--- src/rtl/m72_pkg.sv ---
// m72_pkg -- shared types and constants for the M72 interrupt controller.
//   pic_state_t : initialisation sequencer states
//   OCW2_*      : OCW2 command codes carried in din[7:5]
package m72_pkg;

    typedef enum logic [2:0] {
        UNINIT    = 3'd0,
        WAIT_ICW2 = 3'd1,
        WAIT_ICW3 = 3'd2,
        WAIT_ICW4 = 3'd3,
        READY     = 3'd4
    } pic_state_t;

    localparam logic [2:0] OCW2_NS_EOI = 3'b001;  // clear highest-priority in-service bit
    localparam logic [2:0] OCW2_SP_EOI = 3'b011;  // clear in-service bit din[2:0]

endpackage

--- src/rtl/m72_pic_prio.sv ---
// m72_pic_prio -- 8-bit priority find-first, bit 0 is highest priority.
//   vec   in  8  candidate bits
//   valid out 1  any bit set
//   idx   out 3  index of the lowest-numbered set bit (0 when none set)
module m72_pic_prio (
    input  logic [7:0] vec,
    output logic       valid,
    output logic [2:0] idx
);

    always_comb begin
        valid = |vec;
        idx   = 3'd0;
        // Walk from lowest priority upward so the highest-priority hit wins.
        for (int i = 7; i >= 0; i--) begin
            if (vec[i]) idx = 3'(i);
        end
    end

endmodule

--- src/rtl/m72_pic.sv ---
// m72_pic -- 8259-style interrupt controller for the M72 V30 board.
//   CLK_32M, reset_n (async, active-low)
//   cs, wr, rd, a0, din[7:0], dout[7:0] : CPU register port
//   ir[7:0]        : interrupt request lines, IR0 highest priority
//   int_req        : interrupt request to the CPU
//   int_ack        : one-cycle acknowledge from the CPU
//   int_vector[8:0]: vector table byte address {type[6:0],2'b00}
// Optional build macro M72_PIC_LEVEL_EN: adds level-triggered mode (LTIM, ICW1 bit 3).
//
// state     | meaning
// UNINIT    | after reset, only ICW1 is accepted
// WAIT_ICW2 | expecting vector base on a0=1
// WAIT_ICW3 | cascade word, accepted and discarded
// WAIT_ICW4 | expecting mode word (AEOI)
// READY     | normal operation, requests enabled
module m72_pic
    import m72_pkg::*;
(
    input  logic       CLK_32M,
    input  logic       reset_n,
    input  logic       cs,
    input  logic       wr,
    input  logic       rd,
    input  logic       a0,
    input  logic [7:0] din,
    output logic [7:0] dout,
    input  logic [7:0] ir,
    output logic       int_req,
    input  logic       int_ack,
    output logic [8:0] int_vector
);

    pic_state_t state;
    logic [7:0] irr, isr, imr, ir_prev;
    logic [7:0] irr_nxt, isr_nxt, irr_live, ir_edge;
    logic [3:0] base;
    logic       ic4, sngl, aeoi, ris;
    logic       wr_en, icw1, ocw2, ack_take, req_calc, rdy;
    logic       irr_vld, isr_vld;
    logic [2:0] irr_idx, isr_idx;
`ifdef M72_PIC_LEVEL_EN
    logic       ltim;
`endif

    // A cycle with both strobes is treated as a read, never a write.
    assign wr_en    = cs && wr && !rd;
    assign icw1     = wr_en && !a0 && din[4];
    assign ocw2     = wr_en && !a0 && (din[4:3] == 2'b00) && (state != UNINIT);
    assign rdy      = (state == READY);
    assign ir_edge  = ir & ~ir_prev;
    assign irr_live = irr & ~imr;
    assign ack_take = int_ack && int_req && irr_vld;

    m72_pic_prio u_prio_irr (.vec(irr_live), .valid(irr_vld), .idx(irr_idx));
    m72_pic_prio u_prio_isr (.vec(isr),      .valid(isr_vld), .idx(isr_idx));

    // A request wins only against strictly lower-priority (higher index) service.
    assign req_calc = rdy && irr_vld && (!isr_vld || (irr_idx < isr_idx));

    assign dout = a0 ? imr : (ris ? isr : irr);

    always_comb begin
        irr_nxt = irr;
        isr_nxt = isr;
        if (ack_take) begin
            irr_nxt[irr_idx] = 1'b0;
            if (!aeoi) isr_nxt[irr_idx] = 1'b1;
        end
        if (ocw2) begin
            if (din[7:5] == OCW2_NS_EOI && isr_vld) isr_nxt[isr_idx] = 1'b0;
            else if (din[7:5] == OCW2_SP_EOI)      isr_nxt[din[2:0]] = 1'b0;
        end
        // New edge applied after the ack clear so a coincident edge re-sets the bit.
`ifdef M72_PIC_LEVEL_EN
        if (ltim) begin
            if (rdy) irr_nxt = ir;
        end else if (rdy) begin
            irr_nxt = irr_nxt | ir_edge;
        end
`else
        if (rdy) irr_nxt = irr_nxt | ir_edge;
`endif
    end

    always_ff @(posedge CLK_32M or negedge reset_n) begin
        if (!reset_n) begin
            state      <= UNINIT;
            irr        <= 8'h00;
            isr        <= 8'h00;
            imr        <= 8'hFF;
            base       <= 4'h0;
            aeoi       <= 1'b0;
            ris        <= 1'b0;
            ic4        <= 1'b0;
            sngl       <= 1'b1;
            ir_prev    <= 8'h00;
            int_req    <= 1'b0;
            int_vector <= 9'h000;
`ifdef M72_PIC_LEVEL_EN
            ltim       <= 1'b0;
`endif
        end else if (icw1) begin
            ic4     <= din[0];
            sngl    <= din[1];
            irr     <= 8'h00;
            isr     <= 8'h00;
            ir_prev <= 8'h00;
            imr     <= 8'hFF;
            aeoi    <= 1'b0;
            int_req <= 1'b0;
            state   <= WAIT_ICW2;
`ifdef M72_PIC_LEVEL_EN
            ltim    <= din[3];
`endif
        end else begin
            ir_prev <= ir;
            irr     <= irr_nxt;
            isr     <= isr_nxt;
            int_req <= ack_take ? 1'b0 : req_calc;
            if (ack_take) int_vector <= {base, irr_idx, 2'b00};

            if (wr_en && a0) begin
                case (state)
                    WAIT_ICW2: begin
                        base <= din[6:3];
                        if (!sngl)    state <= WAIT_ICW3;
                        else if (ic4) state <= WAIT_ICW4;
                        else          state <= READY;
                    end
                    WAIT_ICW3: state <= ic4 ? WAIT_ICW4 : READY;
                    WAIT_ICW4: begin
                        aeoi  <= din[1];
                        state <= READY;
                    end
                    READY:     imr <= din;
                    default:   ;
                endcase
            end

            if (wr_en && !a0 && (state != UNINIT) && (din[4:3] == 2'b01) && din[1])
                ris <= din[0];
        end
    end

endmodule
--- config.mk ---
export PLATFORM = sky130hd
export DESIGN_NAME = m72_pic
export DESIGN_NICKNAME = d
export VERILOG_FILES = /design/src/rtl/m72_pkg.sv /design/src/rtl/m72_pic_prio.sv /design/src/rtl/m72_pic.sv
export SDC_FILE = /design/constraint.sdc
export NUM_CORES = 1
export LEC_CHECK = 0
export CAP_MARGIN = 20
export CORE_UTILIZATION = 40
export CTS_BUF_LIST = sky130_fd_sc_hd__clkbuf_4 sky130_fd_sc_hd__clkbuf_8 sky130_fd_sc_hd__clkbuf_16
export CTS_CLUSTER_DIAMETER = 150
export CTS_CLUSTER_SIZE = 14
export DETAILED_ROUTE_END_ITERATION = 6
export PLACE_DENSITY = 0.65
export REMOVE_ABC_BUFFERS = 1
export SYNTH_ARGS = -nofsm -noshare
export SYNTH_HDL_FRONTEND = slang
export SYNTH_SLANG_ARGS = --single-unit
--- constraint.sdc ---
create_clock -name CLK_32M -period 4.3 [get_ports CLK_32M]
set_input_delay 0.645 -clock CLK_32M [delete_from_list [all_inputs] [get_ports CLK_32M]]
set_output_delay 0.645 -clock CLK_32M [all_outputs]
set_load 0.005 [all_outputs]
==> impl_metrics.py, run 1 <==
metrics = {
    "floorplan": {
        "dieArea_mm2": 0.007419,
        "initial_core_util": 0.4145,
        "ios": 41,
        "coreArea_mm2": 0.006832,
        "die_h_um": 86.14,
        "die_width_um": 86.14,
        "rows": 30,
    },
    "global_routing": {
        "grt_usage": 0.2075,
        "grt_pass1_vias": 2237,
        "gr-total-overflow": 0,
        "grt_max_degree": 52,
        "grt_first_pass_wirelength_mm": 11.70,
        "antenna_found_initial": 0,
    },
    "placement": {
        "place_area_mm2": 0.003266,
        "gp_congestion": 0.8940,
        "post-dp-hpwl_mm": 5.214,
        "port_buffers": 38,
    },
    "sta": {
        "rsz0062_at_grt": "no",
        "maxSlewHeadroom": 0.4115,
        "period_share": 0.6962,
        "skew_ns": 0.009559,
        "maxSlewViolCount": 0,
        "min_period_ns": 2.994,
        "setup_tns_ns": 0,
        "hold_viol": 0,
        "setup_viol": 0,
        "worst_pin_slew_ns": 0.8809,
        "max_freq_mhz": 334.0,
        "hold-worst-slack_ns": 0.4249,
    },
    "drt": {
        "ant_nets": 0,
        "routed_wl_mm": 7.171,
        "wire_per_inst_um": 16.79,
        "drc_errors": 0,
        "viasPerCell": 5.508,
        "vias": 2352,
        "first_pass_iters": 4,
        "first_iter_violations": 262,
    },
    "cells_and_area": {
        "area_delta_synth_final_pct": 19.49,
        "final_layout_size_suffix_gt1_frac": 0.1057,
        "fin_area_mm2": 0.003383,
        "diodes": 0,
        "fin_nets": 355,
    },
    "synthesis": {
        "async_flop_share": 1.000,
        "synth_edf_count": 0,
        "yosys.cell_types.count": 55,
        "synth_area_mm2": 0.002831,
        "seq_area_frac_synth": 0.4547,
        "synth_common_cells": "42 x dfrtp_1, 36 x nand2_1, 25 x nor2_1",
        "yosysWarningCount": 0,
        "yosysTopAreaCell": "dfrtp_1",
        "synthFlopType": "dfrtp_1",
        "synth_seq_cells": 51,
        "synthCells": 299,
        "synth_top_area_frac": 0.3712,
        "synthTopCellsByArea": "dfrtp_1 37%, dfstp_2 8.4%, mux2i_1 5.7%",
        "synth_most_common_cell": "dfrtp_1",
        "synth.avg_cell_area_um2": 9.470,
    },
    "clock_tree": {
        "numClockSinks": 51,
        "postCtsSetupBuffers": 0,
        "cts_tree": "built",
        "cts_root_buf": "clkbuf_8",
        "numCtsBuffers": 5,
        "path_clk_slew_ns": 0.09,
        "cts_hold_buf": 0,
        "clk_latency_ns": 0.31,
        "cts_resized": 0,
        "clockBufferDepth": 2,
        "cts-htree-levels": 2,
    },
    "outcome": {
        "status": "completed",
    },
    "critical_path": {
        "start_kind": "input port",
        "critPathMostFrequentCell": "clkdlybuf4s50_1",
        "crit_fanout": 20,
        "slowest_delay_ns": 0.74,
        "end_kind": "output port",
        "worstRegToRegCells": 8,
        "critical_path_class": "input port to output port",
        "crit_path_top_delay_cell": "clkdlybuf4s50_1",
        "critPathRequiredTime_ns": 3.65,
        "critPathArrivalTime_ns": 2.35,
        "path_cells": "clkdlybuf4s50_1 -> o21ai_0 -> clkdlybuf4s50_1",
    },
    "pwr": {
        "powerDensity_mw_per_mm2": 558.5,
        "sequentialPowerShare": 0.428,
        "switching_share": 0.3601,
        "peakVddDrop_mv": 0.2686,
        "switching_power_w": 0.0006805,
        "finalPower_w": 0.001890,
        "combPwrFrac": 0.388,
        "power.internal_w": 0.001209,
        "p_leak_nw": 1.405,
        "power_frac_clock": 0.183,
    },
    "worst_hold_path": {
        "holdPathStages": 1,
        "hp-class": "flip-flop to flip-flop",
    },
    "flow_run": {
        "max-cap-violations": 0,
    },
}
final timing paths:
kind	end	slack, ns	startpoint
setup / recovery	dout[5]	1.31	a0
hold / removal	irr[3]	0.42	ir_prev[3]
setup reg to reg	int_req	2.03	imr[5]
hold reg to reg	irr[3]	0.42	ir_prev[3]
max in group asynchronous	int_vector[4]	3.40	reset_n
min in group asynchronous	base[0]	0.44	reset_n
cell type report:
class | instances | area, um^2
clock buffers | 6 | 82.58
clock inverters | 2 | 35.03
fillers | 681 | 3448
inverters | 8 | 30.03
multi-input cells | 225 | 1445
flip-flops and latches | 51 | 1287
well taps | 96 | 120.1
repair buffers | 39 | 382.9
cells in the final DEF (no fill, tap or decap), types with 8 or more instances in the layout:
cell type	instances
nor2b_1	8
nor2_1	25
nand2_1	36
clkdlybuf4s50_1	37
mux2_2	11
mux2i_1	16
inv_1	8
o21ai_0	18
dfrtp_1	42
nor3_1	11
a21oi_1	17
dfstp_2	9
flip-flops by register name (all words and copies together), names as in the netlist:
signal,flops
int_req,1
state,3
int_vector,7
ris,1
sngl,1
imr,8
ir_prev,8
isr,8
aeoi,1
irr,8
ic4,1
base,4
kinds of logic after synthesis:
family / synth area share
other cells: 0.001324
mux: 0.1003
flops: 0.4547
buf+inv: 0.03623
compound gates: 0.1639
fa+ha+maj: 0.008836
simple gates: 0.2346
layer usage:
metal	routed length, um	GRT usage	vias to the layer above	part of all wire
li1	-	-	1135	-
met1	3364	0.2902	1146	0.47
met2	3356	0.3240	60	0.47
met3	276	0.03080	11	0.038
met4	174	0.08182	0	0.024
met5	0	0	-	0
critical path: cells and delay by family:
kind | cells | cell delay [ns]
buf+inv | 2 | 1.30
compound gates | 1 | 0.40
power groups by stage:
stage | Sequential (W) | Clock, W | Combinational [W]
after detailed placement | 0.000815 | 0 | 0.000727
after global placement | 0.000812 | 0 | 0.000708
final | 0.000809 | 0.000347 | 0.000734
after CTS | 0.000807 | 0.000355 | 0.000730
after floorplan | 0.000769 | 0 | 0.000461
after global routing | 0.000835 | 0.000371 | 0.000805
per-stage QoR:
stage,instances,util,setup slack (ns)
5_1_grt,427,0.4952,1.213
4_1_cts,427,0.4952,1.297
6_report,427,0.4952,1.306
3_5_place_dp,419,0.4780,1.055
3_3_place_gp,419,0.4780,1.155
2_1_floorplan,284,-,2.257
Power figures use the tool's default switching activity.
==> run 2, diff against run 1 <==
--- a/config.mk
+++ b/config.mk
@@ -11,7 +11,7 @@
 export CTS_CLUSTER_DIAMETER = 150
 export CTS_CLUSTER_SIZE = 14
 export DETAILED_ROUTE_END_ITERATION = 6
-export PLACE_DENSITY = 0.65
+export PLACE_DENSITY = 0.67
 export REMOVE_ABC_BUFFERS = 1
 export SYNTH_ARGS = -nofsm -noshare
 export SYNTH_HDL_FRONTEND = slang
==> constraint.sdc (replaced) <==
create_clock -name CLK_32M -period 2.5 [get_ports CLK_32M]
set_input_delay 0.375 -clock CLK_32M [delete_from_list [all_inputs] [get_ports CLK_32M]]
set_output_delay 0.375 -clock CLK_32M [all_outputs]
set_load 0.005 [all_outputs]
==> impl_metrics.py, run 2 (synthesis gave the netlist of run 1 again) <==
metrics = {
    "floorplan": {
        "rows": 30,
        "coreArea_mm2": 0.006832,
        "initial_core_util": 0.4145,
        "die_width_um": 86.14,
        "dieArea_mm2": 0.007419,
        "ios": 41,
        "die_h_um": 86.14,
    },
    "global_routing": {
        "busiest_layer": "met2",
        "use_met1": 0.3053,
        "grt_first_pass_wirelength_mm": 11.97,
        "antenna_found_initial": 0,
        "grt_max_degree": 52,
        "gr-total-overflow": 0,
        "grtUsageMet2": 0.3304,
        "grt_pass1_vias": 2257,
        "use_met3": 0.03465,
        "grt_usage": 0.2134,
    },
    "drt": {
        "first_iter_violations": 223,
        "viasPerCell": 5.469,
        "vias": 2401,
        "ant_nets": 0,
        "first_pass_iters": 4,
        "routed_wl_mm": 7.469,
        "drc_errors": 0,
        "wire_per_inst_um": 17.01,
    },
    "pwr": {
        "powerDensity_mw_per_mm2": 929.3,
        "power.internal_w": 0.002017,
        "switching_power_w": 0.001193,
        "switching_share": 0.3717,
        "combPwrFrac": 0.409,
        "sequentialPowerShare": 0.435,
        "p_leak_nw": 1.449,
        "power_frac_clock": 0.156,
        "peakVddDrop_mv": 0.3385,
    },
    "critical_path": {
        "critical_path_class": "flip-flop to output port",
        "start_kind": "flip-flop",
        "r2r_setup_slack_ns": 0.22,
        "end_kind": "output port",
        "critPathRequiredTime_ns": 2.12,
        "r2r_end": "int_req",
        "worstRegToRegCells": 8,
        "crit_fanout": 9,
        "critPathArrivalTime_ns": 1.95,
        "r2r-start": "imr[5]",
    },
    "cells_and_area": {
        "final_cell_mix": "42 x dfrtp_1, 37 x clkdlybuf4s50_1, 36 x nand2_1",
        "fin_nets": 367,
        "diodes": 0,
        "final_common_cell": "dfrtp_1",
        "fin_util": 0.5057,
        "area_delta_synth_final_pct": 22.01,
        "final_layout_size_suffix_gt1_frac": 0.1370,
        "fin_area_mm2": 0.003455,
    },
    "clock_tree": {
        "cts_root_buf": "clkbuf_8",
        "clockBufferDepth": 2,
        "cts-htree-levels": 2,
        "clk_latency_ns": 0.30,
        "cts_resized": 0,
        "cts_hold_buf": 0,
        "numCtsBuffers": 5,
        "numClockSinks": 51,
        "path_clk_slew_ns": 0.09,
        "postCtsSetupBuffers": 0,
        "cts_tree": "built",
    },
    "placement": {
        "port_buffers": 38,
        "post-dp-hpwl_mm": 5.598,
        "gp_congestion": 0.8920,
        "place_area_mm2": 0.003356,
    },
    "sta": {
        "skew_ns": 0.007387,
        "maxSlewHeadroom": 0.5717,
        "hold_viol": 0,
        "rsz0062_at_grt": "no",
        "setup_tns_ns": 0,
        "min_period_ns": 2.328,
        "setup_viol": 0,
        "period_share": 0.9312,
        "maxSlewViolCount": 0,
        "max_freq_mhz": 429.6,
        "worst_pin_slew_ns": 0.6425,
    },
    "outcome": {
        "status": "completed",
    },
    "flow_run": {
        "max-cap-violations": 0,
    },
    "worst_hold_path": {
        "hp-class": "input port to async pin",
    },
}
## run 2: cell types whose count changed in the layout (fill, tap and decap cells not counted), sizes merged
cell      delta
bufinv       -1
clkinvlp     +1
buf         +12
## run 2: worst max-delay path by stage
stage                start  endpoint  slack [ns]  cells past startpoint
CTS                 imr[5]   int_req        0.15                      8
detailed placement      a0    isr[6]        0.14                      7
global route        imr[5]   int_req        0.04                      8
finish                 ris   dout[3]        0.17                      3
floorplan           imr[5]   int_req        0.63                      8
global placement        a0    isr[6]        0.12                      7
## run 2: cell type report
| type | count | area (um^2) |
|---|---|---|
| clock inverters | 2 | 16.27 |
| multi-input cells | 225 | 1445 |
| repair buffers | 51 | 473.0 |
| well taps | 96 | 120.1 |
| inverters | 8 | 30.03 |
| fillers | 650 | 3377 |
| flip-flops and latches | 51 | 1287 |
| clock buffers | 6 | 82.58 |
## run 2: worst max-delay path: stages (launching register included)
cell,delay (ns)
dfrtp_1,0.66
mux2i_1,0.14
o21ai_0,0.29
clkdlybuf4s50_1,0.56
## run 2: metrics by stage
stage,hold WS [ns],power [W],setup slack [ns],std cells
floorplan,0.07941,0.002116,0.6341,284
global placement,0.4100,0.002686,0.1180,431
detailed placement,0.4154,0.002719,0.1438,431
CTS,0.1965,0.003229,0.1522,439
global route,0.2343,0.003443,0.03608,439
finish,0.1787,0.003210,0.1720,439
## run 2: routing by layer
layer / wire length [um] / share of wire
met1: 3554 / 0.48
met2: 3448 / 0.46
met3: 330 / 0.044
met4: 136 / 0.018
met5: 0 / 0
## run 2: power by group through the flow
stage / logic, W / registers (W) / clock network (W)
floorplan: 0.000793 / 0.00132 / 0
global placement: 0.00128 / 0.00140 / 0
detailed placement: 0.00131 / 0.00141 / 0
CTS: 0.00132 / 0.00139 / 0.000520
global route: 0.00145 / 0.00144 / 0.000553
finish: 0.00131 / 0.00140 / 0.000501
